File: src/rtl/i2c_pkg.sv
// Shared definitions for the I2C slave address decoder.
//   state_t         : address-decode FSM states
//   ADDR10_PREFIX   : upper five bits of a 10-bit address first byte
//   GEN_CALL_ADDR   : general-call first byte
//   RSVD_PREFIX_*   : 7-bit address groups reserved by the bus protocol
package i2c_pkg;

  typedef enum logic [2:0] {
    ST_IDLE,
    ST_ADDR,
    ST_ADDR10_LO,
    ST_SELECTED,
    ST_UNSELECTED
  } state_t;

  localparam logic [4:0] ADDR10_PREFIX  = 5'b11110;
  localparam logic [7:0] GEN_CALL_ADDR  = 8'h00;
  localparam logic [3:0] RSVD_PREFIX_LO = 4'b0000;
  localparam logic [3:0] RSVD_PREFIX_HI = 4'b1111;

endpackage

File: src/rtl/i2c_addr_cmp.sv
// Combinational masked address compare.
//   a   : received address bits
//   b   : own address bits
//   m   : mask, 1 = bit ignored
//   hit : 1 when every unmasked bit of a equals b
module i2c_addr_cmp #(
  parameter int W = 7
) (
  input  logic [W-1:0] a,
  input  logic [W-1:0] b,
  input  logic [W-1:0] m,
  output logic         hit
);

  assign hit = (((a ^ b) & ~m) == '0);

endmodule

File: src/rtl/i2c_addr_match.sv
// I2C slave address decoder: 7-bit or 10-bit address match with mask and
// general call, tracking the 10-bit write / repeated-START read sequence.
//   SCL          : bus clock, all logic on its rising edge
//   Reset_n      : synchronous active-low reset
//   ShiftRegOut  : received byte, bit 0 = R/W
//   LoadDeviceId : strobe, ShiftRegOut holds a complete byte
//   StartDet     : strobe, START or repeated START
//   StopDet      : strobe, STOP
//   WR           : R/W bit of the selecting address (1 = read)
//   Match        : slave selected for the current transfer
//   GenCall      : selected through general call
//   AddrAck      : one-cycle request to ACK the byte just loaded
//
// state         | meaning
// --------------+--------------------------------------------------
// ST_IDLE       | bus free or after STOP, bytes ignored
// ST_ADDR       | after START, next byte is an address byte
// ST_ADDR10_LO  | 10-bit high byte matched, waiting for low byte
// ST_SELECTED   | addressed, data bytes not decoded
// ST_UNSELECTED | not addressed, wait for START/STOP
module i2c_addr_match
  import i2c_pkg::*;
#(
  parameter int          ADDR_MODE   = 0,
  parameter logic [9:0]  DEVICE_ADDR = 10'h018,
  parameter logic [9:0]  ADDR_MASK   = 10'h000,
  parameter int          GEN_CALL_EN = 1
) (
  input  logic       SCL,
  input  logic       Reset_n,
  input  logic [7:0] ShiftRegOut,
  input  logic       LoadDeviceId,
  input  logic       StartDet,
  input  logic       StopDet,
  output logic       WR,
  output logic       Match,
  output logic       GenCall,
  output logic       AddrAck
);

  localparam bit MODE10 = (ADDR_MODE != 0);
  localparam bit GC_EN  = (GEN_CALL_EN != 0);

  state_t state_q, state_d;
  logic   wr_q, wr_d;
  logic   match_q, match_d;
  logic   gen_call_q, gen_call_d;
  logic   addr_ack_q, addr_ack_d;
  logic   held10_q, held10_d;

  logic hit7, hit_hi, hit_lo;
  logic is_gen_call, is_rsvd, is_hi10;

  i2c_addr_cmp #(.W(7)) u_cmp7 (
    .a   (ShiftRegOut[7:1]),
    .b   (DEVICE_ADDR[6:0]),
    .m   (ADDR_MASK[6:0]),
    .hit (hit7)
  );

  i2c_addr_cmp #(.W(2)) u_cmp_hi (
    .a   (ShiftRegOut[2:1]),
    .b   (DEVICE_ADDR[9:8]),
    .m   (ADDR_MASK[9:8]),
    .hit (hit_hi)
  );

  i2c_addr_cmp #(.W(8)) u_cmp_lo (
    .a   (ShiftRegOut),
    .b   (DEVICE_ADDR[7:0]),
    .m   (ADDR_MASK[7:0]),
    .hit (hit_lo)
  );

  assign is_gen_call = GC_EN && (ShiftRegOut == GEN_CALL_ADDR);
  assign is_rsvd     = (ShiftRegOut[7:4] == RSVD_PREFIX_LO) ||
                       (ShiftRegOut[7:4] == RSVD_PREFIX_HI);
  assign is_hi10     = (ShiftRegOut[7:3] == ADDR10_PREFIX) && hit_hi;

  always_comb begin
    state_d    = state_q;
    wr_d       = wr_q;
    match_d    = match_q;
    gen_call_d = gen_call_q;
    held10_d   = held10_q;
    addr_ack_d = 1'b0;

    if (StopDet) begin
      // STOP together with START behaves as STOP followed by START.
      state_d    = StartDet ? ST_ADDR : ST_IDLE;
      match_d    = 1'b0;
      gen_call_d = 1'b0;
      held10_d   = 1'b0;
    end else if (StartDet) begin
      // Held10 survives a repeated START so the 10-bit read can select.
      state_d    = ST_ADDR;
      match_d    = 1'b0;
      gen_call_d = 1'b0;
    end else if (LoadDeviceId) begin
      case (state_q)
        ST_ADDR: begin
          if (is_gen_call) begin
            state_d    = ST_SELECTED;
            match_d    = 1'b1;
            gen_call_d = 1'b1;
            wr_d       = 1'b0;
            addr_ack_d = 1'b1;
          end else if (!MODE10) begin
            if (!is_rsvd && hit7) begin
              state_d    = ST_SELECTED;
              match_d    = 1'b1;
              wr_d       = ShiftRegOut[0];
              addr_ack_d = 1'b1;
            end else begin
              state_d = ST_UNSELECTED;
            end
          end else if (is_hi10) begin
            if (!ShiftRegOut[0]) begin
              state_d    = ST_ADDR10_LO;
              addr_ack_d = 1'b1;
            end else if (held10_q) begin
              state_d    = ST_SELECTED;
              match_d    = 1'b1;
              wr_d       = 1'b1;
              addr_ack_d = 1'b1;
            end else begin
              state_d = ST_UNSELECTED;
            end
          end else begin
            state_d  = ST_UNSELECTED;
            held10_d = 1'b0;
          end
        end
        ST_ADDR10_LO: begin
          if (hit_lo) begin
            state_d    = ST_SELECTED;
            match_d    = 1'b1;
            wr_d       = 1'b0;
            held10_d   = 1'b1;
            addr_ack_d = 1'b1;
          end else begin
            state_d  = ST_UNSELECTED;
            held10_d = 1'b0;
          end
        end
        default: ;
      endcase
    end
  end

  always_ff @(posedge SCL) begin
    if (!Reset_n) begin
      state_q    <= ST_IDLE;
      wr_q       <= 1'b0;
      match_q    <= 1'b0;
      gen_call_q <= 1'b0;
      addr_ack_q <= 1'b0;
      held10_q   <= 1'b0;
    end else begin
      state_q    <= state_d;
      wr_q       <= wr_d;
      match_q    <= match_d;
      gen_call_q <= gen_call_d;
      addr_ack_q <= addr_ack_d;
      held10_q   <= held10_d;
    end
  end

  assign WR      = wr_q;
  assign Match   = match_q;
  assign GenCall = gen_call_q;
  assign AddrAck = addr_ack_q;

endmodule
File: config.mk
export PLATFORM = sky130hd
export DESIGN_NAME = i2c_addr_match
export DESIGN_NICKNAME = d
export VERILOG_FILES = /design/src/rtl/i2c_pkg.sv /design/src/rtl/i2c_addr_cmp.sv /design/src/rtl/i2c_addr_match.sv
export SDC_FILE = /design/constraint.sdc
export NUM_CORES = 1
export LEC_CHECK = 0
export BUFFER_PORTS_ARGS = -buffer_cell sky130_fd_sc_hd__buf_2
export CAP_MARGIN = 15
export CORE_AREA = 2 2 39 41
export DETAILED_ROUTE_END_ITERATION = 12
export DIE_AREA = 0 0 41 43
export GPL_TIMING_DRIVEN = 0
export PLACE_DENSITY = 0.61
export SYNTH_ARGS = -nofsm -noshare
export SYNTH_HDL_FRONTEND = slang
export SYNTH_SLANG_ARGS = --single-unit
File: constraint.sdc
create_clock -name SCL -period 3.9 [get_ports SCL]
set_clock_uncertainty 0.15 [all_clocks]
set_input_delay 0 -clock SCL [delete_from_list [all_inputs] [get_ports SCL]]
set_output_delay 0 -clock SCL [all_outputs]
set_load 0.05 [all_outputs]
Word-level counts from Yosys, hierarchy flattened
Index checks and enable logic that the tools add are counted.
{"block": "totals", "inputBits": 13, "elab_cells": 52, "output_inout_bits": 4, "ff_bits": 7}
{"block": "op_classes", "n_eq_ne": 5, "reduce_logical": 16, "muxes": 20, "n_bitwise": 6}
{"op": "$mux 3", "n": 6}
{"op": "$logic_not 8->1", "n": 2}
{"op": "$mux 1", "n": 10}
{"op": "$logic_not 7->1", "n": 1}
{"op": "$pmux 1 s2", "n": 3}
{"op": "$pmux 3 s2", "n": 1}
{"op": "$reduce_and 6->1", "n": 1}
{"op": "$eq 4x4->1 const B", "n": 1}
{"op": "$logic_not 4->1", "n": 1}
{"op": "$not 1->1", "n": 4}
{"op": "$not 2->2", "n": 2}
{"op": "$reduce_and 4->1", "n": 1}
{"op": "$reduce_bool 4->1", "n": 1}
{"op": "$reduce_or 4->1", "n": 1}
{"op": "$eq 3x1->1 const B", "n": 1}
{"op": "$eq 3x2->1 const B", "n": 1}
{"op": "$ne 3x3->1 const B", "n": 1}
{"op": "$reduce_and 3->1", "n": 1}
{"op": "$reduce_bool 3->1", "n": 1}
{"op": "$reduce_or 3->1", "n": 1}
{"op": "$ne 2x2->1 const B", "n": 1}
{"op": "$reduce_and 2->1", "n": 1}
{"op": "$reduce_bool 2->1", "n": 1}
{"op": "$logic_and 1x1->1", "n": 1}
{"op": "other kinds (2)", "n": 2}

Depth between registers and ports, before layout
{"block": "depth", "depth_word": 10, "depth_mapped": 4, "depth_no_buf": 4}

By module
A second synthesis with hierarchy kept.
{"block": "hier_totals", "hier_cells": 75, "area_unflattened_um2": 634.4}
{"module": "i2c_addr_match", "n_inst": 1, "area_each_um2": 430.4, "seq_area_each_um2": 140.1, "cells_each": 50}
{"module": "i2c_addr_cmp (u_cmp_lo)", "n_inst": 1, "area_each_um2": 107.6, "seq_area_each_um2": 0.0, "cells_each": 13}
{"module": "i2c_addr_cmp (u_cmp7)", "n_inst": 1, "area_each_um2": 96.3, "seq_area_each_um2": 0.0, "cells_each": 12}

Least setup slack after synthesis
OpenSTA, ideal clock, no wires.
{"block": "synth_timing", "path_type": "reg-to-reg", "from": "register state_q[1]", "to": "register wr_q (netlist: WR)", "t_arrival_ns": 1.391, "setup_ns": 0.116, "path_buffers": 0, "setup_slack_ns": 2.242, "path_stages_with_launch": 5, "required_ns": 3.634, "period_less_slack_ns": 1.658, "cell_sequence": "dfxtp_1 or4b_4 a211oi_2 o21bai_2 o211a_1"}
{"block": "synth_via", "elab_chain_cells": 3, "word_cells_on_any_way": 7, "cone_classes": "eq/ne: 4; mux: 1; reduce/logical: 2"}
{"item": "start: declaration", "line_no": "i2c_addr_match.sv:44", "source": "state_t state_q, state_d;"}
{"item": "start signal: assignment", "line_no": "i2c_addr_match.sv:160", "source": "state_q <= state_d;"}
{"item": "$eq 3x1->1 or $eq 3x2->1 (tied branches)", "line_no": "i2c_addr_match.sv:100", "source": "case (state_q)"}
{"item": "$ne 3x3->1 (no source line), or another cell as far along"}
{"item": "$reduce_and 6->1 (no source line)"}
{"item": "end signal: assignment", "line_no": "i2c_addr_match.sv:161", "source": "wr_q <= wr_d;"}
{"item": "end: declaration", "line_no": "i2c_addr_match.sv:45", "source": "logic wr_q, wr_d;"}
Several ways; a longest one is shown, not always the timed one.
A chain may end at the register's enable or synchronous reset.

Final worst setup path
{"block": "layout_timing", "from": "input ShiftRegOut[4]", "to": "register state_q[0]"}
{"block": "layout_via", "elab_chain_cells": 10, "word_cells_on_any_way": 17, "cone_classes": "eq/ne: 1; mux: 7; bitwise: 2; reduce/logical: 7"}
{"item": "start: declaration", "line_no": "i2c_addr_match.sv:31", "source": "input logic [7:0] ShiftRegOut,"}
{"item": "$eq 4x4->1 or $logic_not 4->1 (tied branches)", "line_no": "i2c_addr_match.sv:77, i2c_addr_match.sv:76"}
{"item": "$logic_or 1x1->1", "line_no": "i2c_addr_match.sv:76", "source": "assign is_rsvd = (ShiftRegOut[7:4] == RSVD_PREFIX_LO) ||"}
{"item": "$logic_not 1->1", "line_no": "i2c_addr_match.sv:109", "source": "if (!is_rsvd && hit7) begin"}
{"item": "$logic_and 1x1->1", "line_no": "i2c_addr_match.sv:109"}
{"item": "$mux 3", "line_no": "i2c_addr_match.sv:109"}
{"item": "$mux 3", "line_no": "i2c_addr_match.sv:102", "source": "if (is_gen_call) begin"}
{"item": "$pmux 3 s2 (*)", "line_no": "i2c_addr_match.sv:100"}
{"item": "$mux 3 (*)", "line_no": "i2c_addr_match.sv:99", "source": "end else if (LoadDeviceId) begin"}
{"item": "$mux 3 (*)", "line_no": "i2c_addr_match.sv:94", "source": "end else if (StartDet) begin"}
{"item": "$mux 3 (*)", "line_no": "i2c_addr_match.sv:88", "source": "if (StopDet) begin"}
Every way passes the cells marked *; elsewhere a longest branch is shown, timed or not. The select of a mux whose other input is x is not followed.

==> impl_metrics.csv <==
group,metric,value,unit
global_routing,antenna_found_initial,0,
setup_path,cp-start-kind,"primary input",
yosys,synth_common_cells,"dfxtp_1 (7), nor2_1 (5), inv_1 (4)",
yosys,synth-seq-cells,7,
setup_path,path_buf_inv,3,
pwr,peakVddDrop,0.000127,V
sta,relSlewSlack,77.3,%
yosys,ys_warn_count,0,
setup_path,worstPathRequired,3.95,ns
sta,worstMarginPinSlew,0.337,ns
clock_network,cts_resized,0,
setup_path,crit_type,"in -> reg",
floorplanning,fp.dieH,43,um
yosys,synth.most_common_cell,"dfxtp_1",
detailed_routing,num_vias,455,
placed_design,dp_hpwl,769,um
sta,rsz0062_at_grt,"false",
sta,finalHoldViolations,0,
clock_network,cts.path.max_buffers,2,
global_routing,grt_overflow,0,
pwr,finalPower,0.163,mW
clock_network,cts_tree,"yes",
min_path,hp-class,"in -> reg",
setup_path,cp_slowest_stage_delay,0.56,ns
yosys,synth_edf_count,0,
setup_path,crit_arrival,2.34,ns
clock_network,cts_buffers,3,
placed_design,routabilityCongestion,0.691,
sta,slew_viol_final,0,
placed_design,portBuffers,16,
sta,hold_slack,0.00712,ns
yosys,synth.area.top_cells,"dfxtp_1 (34%), nor2_1 (4.6%), a21oi_1 (3.7%)",
layout,layout-drive-gt1-share,34.7,%
layout,design_area,597,um^2
detailed_routing,via_per_inst,5.17,
status,outcome,"completed",
detailed_routing,totalWireLength,982,um
setup_path,cpLargestDelayFamily,"buffers and inverters",
global_routing,grt_max_degree,7,
floorplanning,rows,14,
floorplanning,die_x,41,um
sta,final.period_utilization,58.7,%
detailed_routing,ant_nets,0,
setup_path,crit_top_cell,"dlygate4sd3_1",
pwr,p_leak,0.258,nW
global_routing,grt_pass1_wl,1610,um
detailed_routing,drcViolationCount,0,
job,drv_cap,0,
yosys,synth-seq-area-share,34.1,%
yosys,syn_area_per_cell,8.92,um^2
yosys,netlist_instances,46,
clock_network,cts_sinks,7,
clock_network,cts_setup_buffers,0,
detailed_routing,dr.pass1.iters,4,
layout,n_fill_cell,145,
global_routing,grt_use_total,13.7,%
yosys,synthArstFlopShare,0,%
layout,areaGrowthSynthToFinish,45.4,%
yosys,synth_largest_area_cell,"dfxtp_1",
clock_network,clk_latency,0.25,ns
sta,finalSetupViolCount,0,
placed_design,placed_cell_area,510,um^2
floorplanning,ioPinCount,17,
sta,setup_ws,1.61,ns
setup_path,worstPathCellList,"dlygate4sd3_1, buf_2, or3_1, a2111oi_2, o2111ai_1, a31oi_1, dlygate4sd3_1",
global_routing,grt_pass1_vias,422,
yosys,synthesis.nets,59,
clock_network,cts_root_buf,"clkbuf_4",
yosys,synth.distinct_cells,28,
floorplanning,die-area,1760,um^2
setup_path,end_kind,"register",
layout,final_core_util,43.1,%
detailed_routing,wl_per_cell,11.2,um
floorplanning,coreArea,1380,um^2
placed_design,placed_cells,78,
yosys,netlist_area,410,um^2
layout,n_antenna_cell,0,
layout,finalNetCount,86,
clock_network,path_clk_slew,0.05,ns
setup_path,critPathSlowestCell,"dlygate4sd3_1",
floorplanning,initial_core_util,29.7,%
layout,final_cells,88,
sta,finalCriticalPeriod,2.29,ns
sta,final.setup.tns,0,ns
setup_path,worstPathMaxFanout,4,
placed_design,pre_cts_ws,2.15,ns
yosys,yosys.area.top_type_share,34.1,%
pwr,p_per_area,273,nW/um^2
clock_network,htree_num_levels,1,
detailed_routing,drt_iter0_markers,12,
yosys,synth_flop_cell,"dfxtp_1",
sta,clock.fmax,436,MHz
area by class of cell:
cell class              instances  area (um^2)  area share, %
flip-flops and latches          7          140           23.5
well taps                      16         20.0           3.35
clock buffers                   4         26.3           4.40
multi-input cells              35          255           42.8
repair buffers                 22          140           23.5
inverters                       4         15.0           2.52
cells by family after synthesis:
logic type | count (synthesis) | synth area share (%)
AND/OR/NAND/NOR | 20 | 32.6
AO/OA/AOI/OAI | 14 | 27.4
flip-flops | 7 | 34.1
buffers and inverters | 4 | 3.66
XOR/XNOR | 1 | 2.13
registers in the layout (all words and copies together) (netlist names):
name	flops
state_q	3
GenCall	1
Match	1
AddrAck	1
WR	1
routing by layer:
layer | vias up | GRT usage [%] | wire length [um] | part of all wire, %
li1 | 228 | - | - | -
met1 | 214 | 15.2 | 413 | 42
met2 | 13 | 21.3 | 505 | 51
met3 | 0 | 3.14 | 63 | 6.4
met4 | 0 | 10.0 | 0 | 0
met5 | - | 0 | 0 | 0
worst paths after layout:
check	startpoint	end	slack, ns	cells after the start
hold reg to reg	Match	Match	0.29	2
hold / removal	ShiftRegOut[2]	state_q[2]	0.007	4
setup reg to reg	state_q[0]	WR	1.70	5
setup / recovery	ShiftRegOut[4]	state_q[0]	1.61	7
cells in the final DEF (no fill, tap or decap):
| cell | Yosys | routed |
|---|---|---|
| dfxtp_1 | 7 | 7 |
| or4b_1 | 1 | 1 |
| xnor2_1 | 1 | 1 |
| nor3b_2 | 1 | 1 |
| nor2_1 | 5 | 5 |
| a31oi_1 | 1 | 1 |
| o2111ai_1 | 1 | 1 |
| or4b_4 | 1 | 1 |
| or3_1 | 1 | 1 |
| a21o_1 | 1 | 1 |
| inv_1 | 4 | 4 |
| clkbuf_1 | 0 | 1 |
| o211a_1 | 1 | 1 |
| nor3b_1 | 1 | 1 |
| nor4bb_1 | 1 | 1 |
| buf_2 | 0 | 16 |
| nor4b_1 | 1 | 1 |
| o21ai_0 | 2 | 2 |
| a2111oi_2 | 1 | 1 |
| a211o_1 | 1 | 1 |
| nand2b_1 | 1 | 1 |
| a21oi_1 | 3 | 3 |
| nor3_2 | 1 | 1 |
| clkbuf_4 | 0 | 3 |
| o21bai_2 | 1 | 1 |
| and3_1 | 1 | 1 |
| nor3_1 | 2 | 2 |
| nor4_1 | 1 | 1 |
| o211ai_1 | 1 | 1 |
| nand2_1 | 2 | 2 |
| a211oi_2 | 1 | 1 |
| dlygate4sd3_1 | 0 | 6 |
power breakdown:
part	switching [mW]	internal, mW	total [mW]	leakage (nW)
Combinational	0.0105	0.0130	0.0235	0.187
Clock	0.0269	0.0391	0.0660	0.0150
Sequential	0.00121	0.0724	0.0736	0.0567
worst reg2reg max path: stages, from the launching register on:
cell and delay, ns:
dfxtp_1 0.41, or4b_4 0.50, nor3_2 0.25, a211o_1 0.16
dlygate4sd3_1 0.54, o211a_1 0.12
what timing repair did:
item | 4_1_cts | 5_1_grt
hold endpoints to repair | 7 | 0
hold buffers | 6 | 0
setup endpoints to repair | 0 | 0
(Power assumes the default switching activity.)
